===== config.mk =====
export PLATFORM = sky130hd
export DESIGN_NAME = tri_scheduler
export DESIGN_NICKNAME = d
export VERILOG_FILES = /design/src/rtl/tri_scheduler.sv
export SDC_FILE = /design/constraint.sdc
export NUM_CORES = 1
export LEC_CHECK = 0
export ABC_AREA = 1
export CORE_MARGIN = 3
export CORE_UTILIZATION = 45
export DETAILED_ROUTE_END_ITERATION = 10
export GPL_TIMING_DRIVEN = 0
export PLACE_DENSITY = 0.86
export SKIP_CTS_REPAIR_TIMING = 1
export SLEW_MARGIN = 10
export SYNTH_ARGS = -nofsm -noshare
export SYNTH_HDL_FRONTEND = slang
export SYNTH_SLANG_ARGS = --single-unit
export TNS_END_PERCENT = 50

===== constraint.sdc =====
create_clock -name CLK -period 2.3 [get_ports CLK]
set_clock_uncertainty 0.1 [all_clocks]
set_input_delay 0.345 -clock CLK [delete_from_list [all_inputs] [get_ports CLK]]
set_output_delay 0.345 -clock CLK [all_outputs]
set_load 0.01 [all_outputs]

===== src/rtl/tri_scheduler.sv =====
// Round-robin triangle scheduler: grants one source, streams its word MSB-first to the
// rasterizer, waits for DONE (or a timeout) and reports the triangle's valid-pixel count.
module tri_scheduler #(
   parameter int unsigned NREQ  = 2,
   parameter int unsigned TRI_W = 144,
   parameter int unsigned TO_W  = 20,
   parameter int unsigned GW    = 3
) (
   input  logic                    CLK,
   input  logic                    RST,
   input  logic [NREQ-1:0]         REQ,
   input  logic [NREQ*TRI_W-1:0]   TRI_IN,
   output logic [NREQ-1:0]         ACK,
   output logic                    RAST_D,
   input  logic                    RAST_VALID,
   input  logic                    RAST_DONE,
   output logic                    BUSY,
   output logic [GW-1:0]           GRANT_ID,
   output logic                    TRI_DONE,
   output logic [15:0]             PIX_COUNT,
   output logic                    TIMEOUT_ERR,
   input  logic                    CLR_ERR
);

   localparam logic [1:0] IDLE  = 2'd0;
   localparam logic [1:0] SHIFT = 2'd1;
   localparam logic [1:0] WAIT  = 2'd2;
   localparam logic [1:0] FIN   = 2'd3;

   localparam int unsigned BCW = $clog2(TRI_W + 1);

   logic [1:0]       state_q, state_d;
   logic [TRI_W-1:0] sr_q, sr_d;
   logic [BCW-1:0]   bit_q, bit_d;
   logic [15:0]      pix_q, pix_d;
   logic [TO_W-1:0]  to_q, to_d;
   logic [GW-1:0]    ptr_q, ptr_d;
   logic [GW-1:0]    grant_q, grant_d;
   logic [NREQ-1:0]  ack_q, ack_d;
   logic             rast_d_q, rast_d_d;
   logic             tri_done_q, tri_done_d;
   logic [15:0]      pix_out_q, pix_out_d;
   logic             err_q, err_d;

   logic             found;
   logic [GW-1:0]    win;
   logic [GW-1:0]    ptr_nxt;
   logic [TRI_W-1:0] win_word;
   logic [TO_W-1:0]  to_inc;
   int unsigned      arb_idx;

   // Search upward from the pointer with wrap; first requester found wins.
   always_comb begin
      found   = 1'b0;
      win     = '0;
      arb_idx = 0;
      for (int unsigned i = 0; i < NREQ; i++) begin
         arb_idx = 32'(ptr_q) + i;
         if (arb_idx >= NREQ) arb_idx = arb_idx - NREQ;
         if (!found && |(REQ & (NREQ'(1) << arb_idx))) begin
            found = 1'b1;
            win   = GW'(arb_idx);
         end
      end
   end

   assign win_word = TRI_W'(TRI_IN >> (32'(win) * TRI_W));
   assign ptr_nxt  = (32'(win) == NREQ - 1) ? '0 : win + GW'(1);
   assign to_inc   = to_q + TO_W'(1);

   always_comb begin
      state_d    = state_q;
      sr_d       = sr_q;
      bit_d      = bit_q;
      pix_d      = pix_q;
      to_d       = to_q;
      ptr_d      = ptr_q;
      grant_d    = grant_q;
      ack_d      = '0;
      tri_done_d = 1'b0;
      pix_out_d  = pix_out_q;
      err_d      = err_q;

      if (CLR_ERR) err_d = 1'b0;
      if (state_q != IDLE && RAST_VALID && pix_q != 16'hFFFF) pix_d = pix_q + 16'd1;

      case (state_q)
         IDLE: begin
            if (found) begin
               sr_d    = win_word;
               grant_d = win;
               ptr_d   = ptr_nxt;
               bit_d   = '0;
               pix_d   = '0;
               ack_d   = NREQ'(1) << win;
               state_d = SHIFT;
            end
         end
         SHIFT: begin
            sr_d  = sr_q << 1;
            bit_d = bit_q + BCW'(1);
            if (bit_q == BCW'(TRI_W - 1)) begin
               state_d = WAIT;
               to_d    = '0;
            end
         end
         WAIT: begin
            if (RAST_DONE) begin
               state_d = FIN;
            end else begin
               to_d = to_inc;
               // A timeout set overrides a same-cycle CLR_ERR.
               if (to_inc == '1) begin
                  err_d   = 1'b1;
                  state_d = FIN;
               end
            end
         end
         FIN: begin
            tri_done_d = 1'b1;
            pix_out_d  = pix_d;
            state_d    = IDLE;
         end
      endcase

      rast_d_d = (state_d == SHIFT) ? sr_d[TRI_W-1] : 1'b0;
   end

   always_ff @(posedge CLK) begin
      if (!RST) begin
         state_q    <= IDLE;
         sr_q       <= '0;
         bit_q      <= '0;
         pix_q      <= '0;
         to_q       <= '0;
         ptr_q      <= '0;
         grant_q    <= '0;
         ack_q      <= '0;
         rast_d_q   <= 1'b0;
         tri_done_q <= 1'b0;
         pix_out_q  <= '0;
         err_q      <= 1'b0;
      end else begin
         state_q    <= state_d;
         sr_q       <= sr_d;
         bit_q      <= bit_d;
         pix_q      <= pix_d;
         to_q       <= to_d;
         ptr_q      <= ptr_d;
         grant_q    <= grant_d;
         ack_q      <= ack_d;
         rast_d_q   <= rast_d_d;
         tri_done_q <= tri_done_d;
         pix_out_q  <= pix_out_d;
         err_q      <= err_d;
      end
   end

   assign ACK         = ack_q;
   assign RAST_D      = rast_d_q;
   assign BUSY        = (state_q != IDLE);
   assign GRANT_ID    = grant_q;
   assign TRI_DONE    = tri_done_q;
   assign PIX_COUNT   = pix_out_q;
   assign TIMEOUT_ERR = err_q;

endmodule


## After elaboration in Yosys (flattened, before gate mapping)

Cells that the tools add are included.

| word-level totals | value |
|---|---|
| register bits after elaboration | 217 |
| bits of input ports | 295 |
| output and inout bits | 25 |
| word-level logic and storage cells | 82 |

| operators by class | value |
|---|---|
| $add $sub $neg | 7 |
| multiply operators | 1 |
| $lt $le $gt $ge | 2 |
| equality and inequality tests | 11 |
| shift operators | 4 |
| multiplexer cells | 27 |
| bitwise gates (word level) | 2 |
| reduce and logical (&&, ||, !) cells | 15 |

Operator list:

| cell | count |
|---|---|
| $pmux 144 s2 | 1 |
| $shr 288x11->144 | 1 |
| $mux 144 | 1 |
| $mux 32 | 2 |
| $shl 1x32->2 const A | 2 |
| $mux 16 | 3 |
| $mux 20 | 2 |
| $pmux 20 s2 | 1 |
| $add 20x1->20 const B | 1 |
| $eq 20x20->1 const B | 1 |
| $add 16x1->16 const B | 1 |
| $ne 16x16->1 const B | 1 |
| $pmux 8 s2 | 1 |
| $mux 3 | 3 |
| $add 8x1->8 const B | 1 |
| $eq 8x8->1 const B | 1 |
| $mux 2 | 4 |
| $mux 8 | 1 |
| $pmux 2 s4 | 1 |
| $mul 3x4->7 const B | 1 |
| $mux 1 | 7 |
| $ne 2x2->1 const B | 3 |
| $reduce_and 2->1 | 3 |
| $reduce_and 3->1 | 2 |
| 16 further kinds | 24 |

## Depth between registers and ports, before layout

Gate-level depths: netlist (run 1).

| logic depth | value |
|---|---|
| word-level depth | 13 |
| gate-level depth with buffers | 21 |
| mapped depth without buffers | 19 |

## Worst setup path before layout (run 1)

No wires, ideal clock.

| timing path | value |
|---|---|
| path type | reg-to-reg |
| start point | reg ptr_q[0] |
| end point | reg sr_q[35] |
| library setup time | 132 ps |
| data arrival time | 2229 ps |
| path slack | -162 ps |
| cell stages (with the launch flop) | 19 |
| cell sequence | dfxtp_1 ha_1 inv_1 nand2_1 nand2_2 inv_1 ha_1 inv_1 a21oi_1 nand2_2 nand3_1 nand3_1 nand3_1 nand2_4 nand2_4 clkbuf_1 o22ai_1 inv_1 a21oi_1 |

| on the way | value |
|---|---|
| word-level cells in the longest chain between the ends | 13 |
| elaborated cells between the ends (all ways) | 25 |
| those cells by class | add/sub (3); mul (1); order compare (2); eq/ne (1); shift (3); mux (8); bitwise (2); reduce/logical (5) |

Ends and longest elaborated chain:

| item | line | RTL |
|---|---|---|
| start: declaration | 37 | `logic [GW-1:0] ptr_q, ptr_d;` |
| start signal: assignment | 149 | `ptr_q <= ptr_d;` |
| parallel branches: the longest is 13 deep, another holds $mul 3x4->7 | n/a |  |
| end signal: assignment | 145 | `sr_q <= sr_d;` |
| end: declaration | 33 | `logic [TRI_W-1:0] sr_q, sr_d;` |

Several ways; the timed one is not identified. The select of a mux whose other input is x is not followed.
A chain may end at the register's enable or synchronous reset.

## Worst setup path after layout (run 1)

| timing path | value |
|---|---|
| start point | reg ptr_q[1] |
| end point | reg sr_q[127] |

Same word-level chain as after synthesis.

==> results.ini, run 1 <==
[synth]
netlist_area_um2=12190
ys_seq_area_share_pct=35.65
ys_ff_latch=217
synth_edf_count=0
ys_types=35
ys_top_cells_by_count=nand2_1 (720), inv_1 (368), dfxtp_1 (217), a21oi_1 (181), o22ai_1 (138)
ys.flop_type=dfxtp_1
postSynthAreaPerCell_um2=6.123
synth_top_area_share_pct=35.65
synth-warning-count=0
yosys-top-cells-area=dfxtp_1 (36%), nand2_1 (22%), inv_1 (11%), a21oi_1 (7.4%), o22ai_1 (7.1%)
syn_inst=1990
synth_top_family_by_area=simple AND/OR/NAND/NOR gates
synth_largest_area_cell=dfxtp_1
synth-simple-area-share_pct=29.00
muxShareOfSynthArea_pct=0
synth-compound-area-share_pct=17.02
async_reset_ff_share_pct=0
synth-xor-area-share_pct=1.366
yosysMostFrequentCell=nand2_1
synth_fp_nets=2295
synthAdderAreaFrac_pct=1.027

[drt]
first_pass_iters=5
post-route-drc-count=0
routed_wl_um=39470
via_per_inst=5.026
vias=13600
wire_per_inst_um=14.59
first_iter_violations=796
ant_nets=0

[global_route]
antenna_found_initial=1
grt_pass1_wl_um=58040
grt_max_degree=13
grt_use_total_pct=24.21
grt_overflow=0
grt_pass1_vias=12600

[setup_path]
criticalPathCategory=flop to flop
cp_max_fo=10
worstSetupEndpointType=flop
r2r_setup_slack_ps=-340
cp.arrival_ps=2990
cp_slowest_cell=dfxtp_4
cp_common_cell=nand2_2
critical-path-top-delay-family=simple AND/OR/NAND/NOR gates
worstPathRequired_ps=2650
start_kind=flop
crit_path_cell_trace=buf_12 > ha_4 > ha_4 > inv_2 > a21oi_4 > nand2_2 > nand3_4 > nand2_2 > nand4_1 > nand2_2 > inv_2 > nand2_4 > nor2_8 > buf_12 > buf_8 > nand2_1 > a21oi_2
cp_num_buf_inv=5
slowest_delay_ps=370

[pwr]
p_leak_nw=7.028
p_per_area_nw_per_um2=1289
vdd_drop_max_mv=0.6880

[sta]
fin_crit_sh_pct=115.0
rsz0062_at_grt=true
holdWs_ps=313.4
tns_ps=-36800
max_freq_mhz=378.2
drv_slew=0
maxSlewHeadroom_pct=46.37
fin_ws_ps=-343.9
hold_violations=0
setup_viol=155
period_needed_ps=2644
worstMarginPinSlew_ps=804.4

[cts]
clockRootBuffer=clkbuf_16
clock_sinks=217
cts.clk_slew.worst_paths_ps=60
insertion_delay_ps=520
cts_htree_levels=1
clock_tree.buffer_depth=3
cts_buffers=25
cts_tree=yes

[outcome]
status=finished with violations
violations=setup timing

[worst_hold_path]
hp-class=input port to flop

[placed_design]
placed_area_um2=15830
pre_cts_slack_ps=-725.4
gp_congestion=0.9148
dp_hpwl_um=28910
io_buffers=318
placed_cells=2643

[final_layout]
n_fill_cell=2250
final_nets=2658
stdcell_count=2705
diodes=0
drive_above_1_share_pct=9.451
finalInstanceArea_um2=17530
areaGrowthSynthToFinish_pct=43.90

[run]
drv_cap=0

[die]
die_h_um=170.6
num_rows=59
ios=320
dieArea_um2=29090
die_w_um=170.6
core_um2=26350
start_util_pct=46.24

==> worst reg2reg max path: stages (launching register included) <==
cell     delay, ps
dfxtp_4        370
buf_12         130
ha_4           270
ha_4           130
inv_2           40
a21oi_4        130
nand2_2        100
nand3_4        100
nand2_2         60
nand4_1         80
nand2_2         90
inv_2           90
nand2_4         70
nor2_8         250
buf_12         190
buf_8          130
nand2_1         90
a21oi_2        150
==> state kept, by name, summed over array words and instances, names as in the netlist <==
| register | cells |
|---|---|
| ACK | 2 |
| TIMEOUT_ERR | 1 |
| TRI_DONE | 1 |
| to_q | 20 |
| PIX_COUNT | 16 |
| GRANT_ID | 3 |
| RAST_D | 1 |
| ptr_q | 3 |
| pix_q | 16 |
| state_q | 2 |
| sr_q | 144 |
| bit_q | 8 |
==> metal layers <==
layer	share of wire, %	GRT usage [%]
met2	51	45.04
met5	0.028	0
met4	3.2	7.690
met1	40	28.39
met3	5.8	3.789
==> area by class of cell <==
| class | instances | area, um^2 | share of cell area, % |
|---|---|---|---|
| Tap cell | 335 | 419.2 | 2.390 |
| Timing Repair Buffer | 338 | 3471 | 19.79 |
| Multi-Input combinational cell | 1289 | 6411 | 36.56 |
| Sequential cell | 217 | 4355 | 24.84 |
| Clock inverter | 5 | 78.83 | 0.4496 |
| Buffer | 103 | 633.1 | 3.611 |
| Inverter | 379 | 1426 | 8.135 |
| Clock buffer | 39 | 739.5 | 4.217 |
==> through the flow <==
stage	power, mW	util, %
2_1_floorplan	12.92	-
3_3_place_gp	15.41	60.08
3_5_place_dp	15.74	60.08
4_1_cts	19.80	63.18
5_1_grt	24.21	66.53
6_report	22.60	66.53
==> cell usage in the layout (no fill, tap or decap), types with 4 or more instances in the layout <==
cell type	Yosys	layout
nand2_1	720	687
inv_1	368	364
clkdlybuf4s50_1	0	318
dfxtp_1	217	212
o22ai_1	138	136
a21oi_1	181	135
clkbuf_1	71	73
nor2_1	72	68
a21oi_2	0	45
nand3_1	51	43
clkbuf_16	0	32
o21ai_0	33	31
nand2_2	3	27
xor2_1	16	16
nor3_1	15	15
buf_4	5	14
inv_2	9	13
buf_6	12	12
nand4_1	11	11
o211ai_1	9	9
nand2_4	3	9
buf_8	0	8
nand3_2	1	5
buf_12	0	5
clkbuf_2	0	5
ha_1	10	5
nand3_4	0	4
buf_1	4	4
nor2_2	2	4
or2_2	4	4
ha_4	0	4
clkbuf_8	0	4
==> cell families after synthesis <==
logic type / Yosys count
flip-flops: 217
AO/OA/AOI/OAI: 371
buffers and inverters: 484
XOR/XNOR: 19
AND/OR/NAND/NOR: 889
adder cells (fa/ha/maj): 10
==> power breakdown <==
part | total [mW] | leakage [nW] | switching (mW) | internal, mW
clock | 4.00 | 0.400 | 1.58 | 2.42
sequential | 5.54 | 1.77 | 0.424 | 5.12
combinational | 13.1 | 4.86 | 7.56 | 5.50
==> worst paths after layout <==
check                             start                endpoint  cells past startpoint
setup / recovery  ptr_q[1]$_SDFFE_PN0P_  sr_q[127]$_SDFFE_PN0P_                     17
hold / removal                      RST   bit_q[6]$_SDFFE_PN0P_                      3
setup reg to reg  ptr_q[1]$_SDFFE_PN0P_  sr_q[127]$_SDFFE_PN0P_                     17
hold reg to reg    sr_q[0]$_SDFFE_PN0P_    sr_q[0]$_SDFFE_PN0P_                      2
Note: power is estimated with default switching activity, not from simulation.
==> inputs of run 2 (changes only) <==
--- a/config.mk
+++ b/config.mk
@@ -14,3 +14,2 @@
 export SKIP_CTS_REPAIR_TIMING = 1
-export SLEW_MARGIN = 10
 export SYNTH_ARGS = -nofsm -noshare
==> constraint.sdc (replaced) <==
create_clock -name CLK -period 2.3 [get_ports CLK]
set_clock_uncertainty 0.1 [all_clocks]
set_input_delay 0.575 -clock CLK [delete_from_list [all_inputs] [get_ports CLK]]
set_output_delay 0.575 -clock CLK [all_outputs]
set_load 0.01 [all_outputs]
==> run 2 against run 1 <==
Against the previous run:
- register-to-register slack about the same
- non-clock buffer count unchanged
- combinational power about the same
- wire length about the same
- critical endpoint unchanged
- largest power group unchanged
- the flow still finishes with violations (setup timing)
==> results.ini, run 2 (synthesis results as in run 1) <==
[outcome]
status=finished with violations
violations=setup timing

[final_layout]
largest_reg_flops=144
top_regs=sr_q: 144 flops, to_q: 20 flops
final_nets=2658
final_common_cell=nand2_1
drive_above_1_share_pct=9.578
stdcell_count=2705
fin_util_pct=66.58
n_fill_cell=2243
diodes=0
finalInstanceArea_um2=17550
areaGrowthSynthToFinish_pct=44.00
top_register=sr_q
layout_common_cells=nand2_1 (687), inv_1 (364), clkdlybuf4s50_1 (318)

[sta]
worstMarginPinSlew_ps=801.3
setup_viol=154
max_freq_mhz=378.1
fin_crit_sh_pct=115.0
period_needed_ps=2645
drv_slew=0
maxSlewHeadroom_pct=46.58
holdWs_ps=369.0
rsz0062_at_grt=true
fin_ws_ps=-345.0
hold_violations=0

[setup_path]
criticalPathCategory=flop to flop
crit_path_cell_trace=buf_12 > ha_4 > ha_4 > inv_2 > a21oi_4 > nand3_2 > nand3_4 > nand2_2 > nand3_2 > nand2_2 > inv_2 > nand2_4 > nor2_8 > buf_12 > buf_8 > nand2_1 > a21oi_2
cp.arrival_ps=2990
slowest_delay_ps=370
reg2reg_from=ptr_q[1]$_SDFFE_PN0P_
worstPathRequired_ps=2650
worstSetupEndpointType=flop
cp_max_fo=10
cp_slowest_cell=dfxtp_4
start_kind=flop
startpoint=ptr_q[1]$_SDFFE_PN0P_

[worst_hold_path]
hp-class=flop to flop
worst_hold_startpoint=sr_q[0]$_SDFFE_PN0P_

[pwr]
p_per_area_nw_per_um2=1290
p_leak_nw=7.029
total_power_mw=22.64
vdd_drop_max_mv=0.6853

[global_route]
grt_pass1_wl_um=58040
grt_max_degree=13
grt_overflow=0
antenna_found_initial=1
grt_pass1_vias=12600
grt_use_total_pct=24.21

[cts]
clockRootBuffer=clkbuf_16
cts_buffers=25
cts.clk_slew.worst_paths_ps=60
cts_htree_levels=1
clock_sinks=217
insertion_delay_ps=530
clock_tree.buffer_depth=3
cts_tree=yes

[die]
core_um2=26350
die_h_um=170.6
start_util_pct=46.24
num_rows=59
dieArea_um2=29090
ios=320
die_w_um=170.6

[drt]
vias=13570
post-route-drc-count=0
ant_nets=0
first_iter_violations=803
via_per_inst=5.015
routed_wl_um=39480
first_pass_iters=6
wire_per_inst_um=14.59

[placed_design]
placed_cells=2643
gp_congestion=0.9148
placed_area_um2=15830
io_buffers=318
dp_hpwl_um=28910

[run]
drv_cap=0

-- run 2: cell counts in the layout (fill, tap and decap cells not counted) --
Identical to the previous run, type by type.
-- run 2: critical path: cells and delay by family, from the launching register on --
kind	cells	cell delay [ps]
AND/OR/NAND/NOR	8	820
adder cells (fa/ha/maj)	2	400
AO/OA/AOI/OAI	2	280
flip-flops	1	370
buffers and inverters	5	590
-- run 2: final timing paths --
path | endpoint | slack [ps] | depth (start not counted)
worst max-delay path | sr_q[127]$_SDFFE_PN0P_ | -350 | 17
worst min-delay path | sr_q[0]$_SDFFE_PN0P_ | 370 | 2
worst max register to register | sr_q[127]$_SDFFE_PN0P_ | -350 | 17
worst min register to register | sr_q[0]$_SDFFE_PN0P_ | 370 | 2
-- run 2: per-stage QoR --
stage / worst slack, ps / setup TNS (ps)
floorplan: 9.952 / 0
global placement: -885.2 / -115380
detailed placement: -955.4 / -123710
CTS: -493.8 / -65790
global route: -500.3 / -67030
finish: -345.0 / -36530
-- run 2: power breakdown --
part / switching, mW / internal (mW) / total (mW)
Combinational: 7.58 / 5.50 / 13.1
Clock: 1.58 / 2.42 / 4.01
Sequential: 0.426 / 5.12 / 5.55
-- run 2: routing by layer --
layer	GRT usage (%)	vias up	share of wire, %
met5	0	-	0.028
met1	28.39	6172	40
li1	-	6901	-
met3	3.789	83	5.5
met4	7.690	2	3.1
met2	45.04	408	51
-- run 2: area by class of cell --
cell class	instances	area, um^2	share of cell area [%]
Multi-Input combinational cell	1289	6427	36.63
Sequential cell	217	4355	24.82
Timing Repair Buffer	338	3471	19.78
Inverter	379	1426	8.129
Clock buffer	39	739.5	4.214
Buffer	103	629.4	3.587
Tap cell	335	419.2	2.389
Clock inverter	5	78.83	0.4492
==> inputs of run 3 (changes only) <==
CORE_UTILIZATION = 55   (was 45)
DONT_BUFFER_PORTS = 1   (was unset)
PLACE_DENSITY = 0.81   (was 0.86)
==> run 3 against run 2 <==
Against the previous run:
- the flow still finishes with violations (setup timing)
- die area down 18%
- core utilization up 0.82 points
- global-route usage up 1.9 points
- total power up 0.88%
- combinational power about the same
- highest routed layer is now met4
- critical path depth up 1
- critical endpoint is now sr_q[142]$_SDFFE_PN0P_
- sequential share of layout area up 5.3 points
- sequential cell count unchanged
- wire length down 12%
- design area down 18%
==> results.ini, run 3 (synthesis results as in run 1) <==
[outcome]
status=finished with violations
violations=setup timing

[placed_design]
placed_cells=2265
placed_area_um2=12570
gp_congestion=0.8966
dp_hpwl_um=24980
io_buffers=0
pre_cts_slack_ps=-460.5

[final_layout]
fin_util_pct=67.40
final_common_cell=nand2_1
areaGrowthSynthToFinish_pct=18.48
stdcell_count=2332
drive_above_1_share_pct=12.40
finalInstanceArea_um2=14440
layout_common_cells=nand2_1 (676), inv_1 (365), dfxtp_1 (213)
top_regs=sr_q: 144 flops, to_q: 20 flops
n_fill_cell=1861
largest_reg_flops=144
diodes=0
top_register=sr_q
final_nets=2346

[sta]
setup_viol=163
fin_ws_ps=-329.2
rsz0062_at_grt=true
maxSlewHeadroom_pct=54.18
holdWs_ps=153.0
fin_crit_sh_pct=114.3
max_freq_mhz=380.3
period_needed_ps=2629
hold_violations=0
tns_ps=-37860
drv_slew=0
worstMarginPinSlew_ps=687.3

[die]
ios=320
dieArea_um2=23980
die_w_um=154.8
core_um2=21420
num_rows=53
start_util_pct=56.89
die_h_um=154.8

[pwr]
total_power_mw=22.84
vdd_drop_max_mv=1.196
p_leak_nw=5.928
p_per_area_nw_per_um2=1582

[setup_path]
cp_num_buf_inv=6
worstPathRequired_ps=2640
start_kind=flop
crit_path_cell_trace=inv_2 > ha_4 > ha_4 > inv_4 > a21oi_4 > nand3_2 > nand3_2 > nand2_1 > nand3_2 > nand2_2 > inv_2 > nand2_4 > buf_12 > nor2_4 > buf_6 > buf_6 > nand2_2 > a21oi_1
slowest_delay_ps=370
critical-path-top-delay-family=simple AND/OR/NAND/NOR gates
cp.arrival_ps=2970
cp_common_cell=nand3_2
r2r_setup_slack_ps=-330
cp_slowest_cell=dfxtp_4
cp_max_fo=5
worstSetupEndpointType=flop
criticalPathCategory=flop to flop

[cts]
clock_tree.buffer_depth=3
clock_sinks=217
cts_buffers=24
cts.clk_slew.worst_paths_ps=60
insertion_delay_ps=510
clockRootBuffer=clkbuf_16
cts_htree_levels=1
cts_tree=yes

[global_route]
grt_max_degree=13
grt_pass1_wl_um=52670
grt_pass1_vias=11340
grt_use_total_pct=26.15
antenna_found_initial=0
grt_overflow=0

[drt]
via_per_inst=5.325
routed_wl_um=34820
ant_nets=0
wl_met1_um=14160
first_pass_iters=5
met3_length_um=2016
dr_wl_met2_um=17670
first_iter_violations=767
topRoutingLayerUsed=met4
post-route-drc-count=0
wire_per_inst_um=14.93
vias=12420

[run]
drv_cap=0

[worst_hold_path]
hp-class=input port to flop

run 3: final timing paths:
kind / start / endpoint / cells after the start
min: CLR_ERR / TIMEOUT_ERR$_SDFF_PN0_ / 3
max: ptr_q[0]$_SDFFE_PN0P_ / sr_q[142]$_SDFFE_PN0P_ / 18
min reg2reg: bit_q[3]$_SDFFE_PN0P_ / bit_q[3]$_SDFFE_PN0P_ / 2
max reg2reg: ptr_q[0]$_SDFFE_PN0P_ / sr_q[142]$_SDFFE_PN0P_ / 18
run 3: cell type report:
type | instances | area, um^2 | area share (%)
Buffer | 104 | 633.1 | 4.385
Clock inverter | 5 | 75.07 | 0.5200
Inverter | 379 | 1429 | 9.897
Sequential cell | 217 | 4354 | 30.16
Multi-Input combinational cell | 1290 | 6545 | 45.33
Tap cell | 275 | 344.1 | 2.383
Timing Repair Buffer | 25 | 326.6 | 2.262
Clock buffer | 37 | 730.7 | 5.061
run 3: layer usage:
metal / track usage, % / vias up
met5: 0 / -
met4: 7.233 / 0
li1: - / 6287
met1: 32.90 / 5651
met2: 46.88 / 411
met3: 3.581 / 70
run 3: worst reg2reg max path: stages (launching register included):
cell     delay, ps
dfxtp_4        370
inv_2           70
ha_4           300
ha_4           150
inv_4           40
a21oi_4        130
nand3_2        110
nand3_2         80
nand2_1         70
nand3_2         60
nand2_2         70
inv_2           90
nand2_4        100
buf_12         140
nor2_4         190
buf_6          130
buf_6          110
nand2_2         90
a21oi_1        130
run 3: power by group:
group	internal [mW]	leakage (nW)	switching, mW
Sequential	5.12	1.77	0.449
Combinational	5.53	3.76	7.83
Clock	2.40	0.398	1.52
